**src/rtl/icache_fetch.sv**
```systemverilog
// ============================================================================
//  Module      : icache_fetch
//  Description : Direct-mapped read-only instruction cache with line fill
//                over a req/ack instruction-memory handshake.
//  Revision    : 1.0  initial release
// ============================================================================
`default_nettype none

module icache_fetch #(
    parameter int LINES = 16,
    parameter int WORDS = 4
) (
    input  logic        clk,
    input  logic        reset,
    input  logic [31:0] pcF,
    output logic [31:0] instrF,
    output logic        stallI,
    input  logic        inval,
    output logic        mem_req,
    output logic [31:0] mem_addr,
    input  logic        mem_ack,
    input  logic [31:0] mem_rdata
);

    localparam int WB = $clog2(WORDS);
    localparam int IB = $clog2(LINES);
    localparam int TB = 30 - WB - IB;
    localparam logic [WB-1:0] c_lastWord = WB'(WORDS - 1);

    typedef enum logic [1:0] {
        S_IDLE = 2'd0,
        S_FILL = 2'd1
    } state_t;

    state_t            r_state;
    state_t            w_stateNext;
    logic [WB-1:0]     r_cnt;
    logic [TB-1:0]     r_missTag;
    logic [IB-1:0]     r_missIndex;
    logic [LINES-1:0]  r_valid;
    logic [TB-1:0]     r_tag  [LINES];
    logic [31:0]       r_data [LINES][WORDS];

    logic [WB-1:0]     w_word;
    logic [IB-1:0]     w_index;
    logic [TB-1:0]     w_tag;
    logic              w_hit;
    logic              w_fill;
    logic              w_lastAck;
    logic              w_unused;

    assign w_word    = pcF[WB+1:2];
    assign w_index   = pcF[WB+IB+1:WB+2];
    assign w_tag     = pcF[31:WB+IB+2];
    assign w_unused  = &{1'b0, pcF[1:0]};

    assign w_hit     = r_valid[w_index] && (r_tag[w_index] == w_tag);
    assign w_fill    = (r_state == S_FILL);
    assign w_lastAck = w_fill && mem_ack && (r_cnt == c_lastWord);

    always_comb begin
        w_stateNext = r_state;
        case (r_state)
            S_IDLE:  if (!w_hit)    w_stateNext = S_FILL;
            S_FILL:  if (w_lastAck) w_stateNext = S_IDLE;
            default:                w_stateNext = S_IDLE;
        endcase
    end

    // Request address comes only from latched miss state so it cannot follow pcF.
    always_comb begin
        stallI   = w_fill || !w_hit;
        instrF   = (!w_fill && w_hit) ? r_data[w_index][w_word] : 32'h0;
        mem_req  = w_fill;
        mem_addr = w_fill ? {r_missTag, r_missIndex, r_cnt, 2'b00} : 32'h0;
    end

    // Control state: valid bits, fill counter and the latched miss address.
    always_ff @(posedge clk) begin
        if (reset) begin
            r_state <= S_IDLE;
            r_cnt   <= '0;
            r_valid <= '0;
        end else begin
            r_state <= w_stateNext;
            case (r_state)
                S_IDLE: begin
                    if (inval)
                        r_valid <= '0;
                    if (!w_hit) begin
                        r_missTag          <= w_tag;
                        r_missIndex        <= w_index;
                        r_cnt              <= '0;
                        r_valid[w_index]   <= 1'b0;
                    end
                end
                S_FILL: begin
                    if (inval)
                        r_valid <= '0;
                    // Later assignment wins: a completing line survives a same-edge inval.
                    if (mem_ack) begin
                        r_cnt <= r_cnt + 1'b1;
                        if (w_lastAck)
                            r_valid[r_missIndex] <= 1'b1;
                    end
                end
                default: ;
            endcase
        end
    end

    // Tag and data arrays carry no reset; an ack during reset is discarded.
    always_ff @(posedge clk) begin
        if (!reset && w_fill && mem_ack) begin
            r_data[r_missIndex][r_cnt] <= mem_rdata;
            if (w_lastAck)
                r_tag[r_missIndex] <= r_missTag;
        end
    end

endmodule

`default_nettype wire
```
**config.mk**
```make
export PLATFORM = sky130hd
export DESIGN_NAME = icache_fetch
export DESIGN_NICKNAME = d
export VERILOG_FILES = /design/src/rtl/icache_fetch.sv
export SDC_FILE = /design/constraint.sdc
export NUM_CORES = 2
export LEC_CHECK = 0
export BUFFER_PORTS_ARGS = -buffer_cell sky130_fd_sc_hd__buf_2
export CORE_AREA = 5 5 418 523
export CTS_BUF_LIST = sky130_fd_sc_hd__clkbuf_4 sky130_fd_sc_hd__clkbuf_8 sky130_fd_sc_hd__clkbuf_16
export DETAILED_ROUTE_END_ITERATION = 7
export DIE_AREA = 0 0 423 528
export HOLD_SLACK_MARGIN = 0.08
export SYNTH_ARGS = -nofsm -noshare
export SYNTH_HDL_FRONTEND = slang
export SYNTH_SLANG_ARGS = --single-unit
```
**constraint.sdc**
```tcl
create_clock -name clk -period 6.7 [get_ports clk]
set_clock_uncertainty 0.1 [all_clocks]
set_input_delay 0.335 -clock clk [delete_from_list [all_inputs] [get_ports clk]]
set_output_delay 0.335 -clock clk [all_outputs]
set_load 0.02 [all_outputs]
```
==> results.json <==
{
  "status": "completed",
  "irDropWorstVdd_mv": 0.300,
  "detailedRoute.firstPassIterationCount": 6,
  "final.setup.tns_ns": 0,
  "track_usage_pct": 21.0,
  "via_count": 43500,
  "syn_area_um2": 95300,
  "synth_commonest_cells": "edfxtp_1, mux4_2, buf_2, nor2_1, mux2i_1",
  "initial_core_util_pct": 44.7,
  "post_cts.resized_instances": 0,
  "post_drt_via_cell_ratio": 6.02,
  "synth_most_common_cell": "edfxtp_1",
  "worstMarginPinSlew_ns": 1.20,
  "cts_tree": "yes",
  "critical_path.endpoint_type": "output port",
  "final_net_count": 4311,
  "synth-edff-count": 2460,
  "dp_hpwl_mm": 128,
  "die_width_um": 423,
  "cts_post_setup_buffers_inserted": 0,
  "wl_per_cell_um": 32.4,
  "timing.max_slew.rel_slack_pct": 19.8,
  "power.total_mw": 31.5,
  "gp_congestion": 0.771,
  "final_period_minus_worst_setup_slack_ns": 5.50,
  "asyncSetResetFlopFracSynth_pct": 0,
  "antenna_found_initial": 34,
  "grt_start_max_net_pins": 138,
  "floorplan.rows": 190,
  "drc_errors": 0,
  "synth_warnings": 0,
  "path_max_fanout": 20,
  "path_clk_slew_ns": 0.06,
  "grt_pass1_wl_mm": 335,
  "core_area_um2": 213000,
  "worst_ep_arrival_time_ns": 5.07,
  "first_global_vias": 44700,
  "criticalPathCategory": "primary input to output port",
  "synth_top_cells_by_area": "edfxtp_1, mux4_2, mux2i_1",
  "design.die.area_um2": 223000,
  "cts-hold-fix-buffers": 41,
  "post_synth_num_cell_types": 60,
  "timing.final.setup_violations": 0,
  "ys_dominant_reg_cell": "edfxtp_1",
  "finalCritPeriodShare_pct": 82.1,
  "final_layout_size_suffix_gt1_share_pct": 33.6,
  "die_h_um": 528,
  "io_pins": 134,
  "cp-start-kind": "primary input",
  "synth_top_area_share_pct": 77.5,
  "fmax_ghz": 0.182,
  "power.density_nw_per_um2": 292,
  "drt_first_iter_violations": 4951,
  "synth_top_cell_by_area": "edfxtp_1",
  "routed_wl_mm": 235,
  "remaining_global_route_overflow": 0,
  "maxSlewViolCount": 0,
  "synth.yosys.seq_area_share_pct": 77.9,
  "cts_root_buf": "clkbuf_16",
  "number_of_hold_violations_in_the_final_report": 0,
  "port_buffers": 129,
  "route.antenna.remaining_nets": 0,
  "cts.sink_count": 2479,
  "cts_h_tree_depth": 4,
  "grt_setup_unrepaired": "false",
  "hold_path.class": "primary input to flop",
  "synthCells": 3912,
  "synth_seq_cells": 2479,
  "cts_inserted_buffers": 232,
  "cts_max_path_buffers": 3,
  "area_growth_syn_to_layout_pct": 13.5,
  "synth.avg_cell_area_um2": 24.4,
  "cp.required_ns": 6.26,
  "static-leakage-power_nw": 33.5,
  "clock_insertion_delay_worst_skew_ns": 0.86,
  "maxCapViolCount": 0
}
-- report_power, final --
part / internal [mW] / switching [mW] / total, mW / leakage (nW)
registers: 17.1 / 0.0301 / 17.1 / 22.3
logic: 0.596 / 0.836 / 1.43 / 7.47
clock network: 7.47 / 5.55 / 13.0 / 3.78
total: 25.1 / 6.41 / 31.5 / 33.5
-- per-layer routing --
metal  GRT usage (%)  wire [um]  up-vias
met5               0          0        -
met4            4.84       5020        0
met3            3.46      15500      316
met2            35.2     119000     1669
met1            29.2      94900    24000
li1                -          -    17600
-- path summary, 6_finish.rpt --
check | from | slack (ns) | to | cells after the start
max | pcF[6] | 1.20 | instrF[28] | 11
min | mem_rdata[21] | 0.14 | r_data[4][53] | 1
max reg2reg | r_tag[15][21] | 2.70 | r_missTag[14] | 9
min reg2reg | r_valid[3] | 0.41 | r_valid[3] | 2
-- through the flow --
step / cell area, um2 / hold slack (ns) / std cells / worst slack [ns] / utilization (%)
after global routing: 108000 / 0.113 / 7228 / 1.08 / 50.7
after CTS: 108000 / 0.0823 / 7214 / 1.24 / 50.7
after detailed placement: 100000 / 0.400 / 6748 / 1.65 / 47.0
after floorplan: 95300 / 0.304 / 3913 / 1.86 / -
final: 108000 / 0.143 / 7230 / 1.20 / 50.7
after global placement: 100000 / 0.393 / 6748 / 1.66 / 47.0
-- final cells by class --
cell class	count	area (um2)
Clock inverter	118	1100
Clock buffer	307	6450
Sequential cell	2479	74300
Antenna cell	16	40.0
Multi-Input combinational cell	1217	20600
Tap cell	2784	3480
Fill cell	16400	105000
Timing Repair Buffer	298	2160
Inverter	11	48.8
-- worst max-delay path: stages --
cell	delay (ns)
dlygate4sd3_1	0.52
buf_2	0.39
and2_1	0.56
nand2_1	0.10
and4_1	0.23
a2111oi_0	0.73
nand4_1	0.36
nor4_4	0.42
nand3_4	0.43
nor2b_1	0.67
buf_2	0.28
-- logic make-up (layout without fill, tap and decap cells) --
group,count (synthesis),count (layout),share of synthesized area (%)
AOI/OAI and AO/OA,100,100,0.742
xor gates and xnor gates,20,20,0.184
adders and majority gates,4,4,0.0525
buffers and inverters,217,734,1.12
DFF,2479,2479,77.9
muxes,825,825,18.5
other,1,18,0.00393
and+or+nand+nor,266,266,1.50
-- layout by cell type, fill, tap and decap left out, types with 13 or more instances in the layout --
cell type      Yosys  routed
nor2_4             0      80
a21oi_1           27      27
edfxtp_1        2460    2460
nand2_1           35      34
buf_4              5     120
dlygate4sd3_1      0      41
mux2i_1           68      68
clkbuf_4           0      69
clkinv_2           0      35
mux4_2           749     749
buf_2            112     125
bufinv_16          0      19
a22o_1            17      17
nor3_1            19      19
clkinv_1           0      52
a31oi_1           13      13
clkbuf_16          0     236
nor2_1            99      19
and2_1            33      33
dfxtp_1           19      18
nor2b_1           29      29
diode_2            0      16
-- sequential cells by signal, summed over array words and instances, names as in the netlist --
name	flops
r_state	1
r_cnt	2
r_tag	384
r_data	2048
r_valid	16
r_missTag	24
r_missIndex	4
Power figures use the tool's default switching activity.
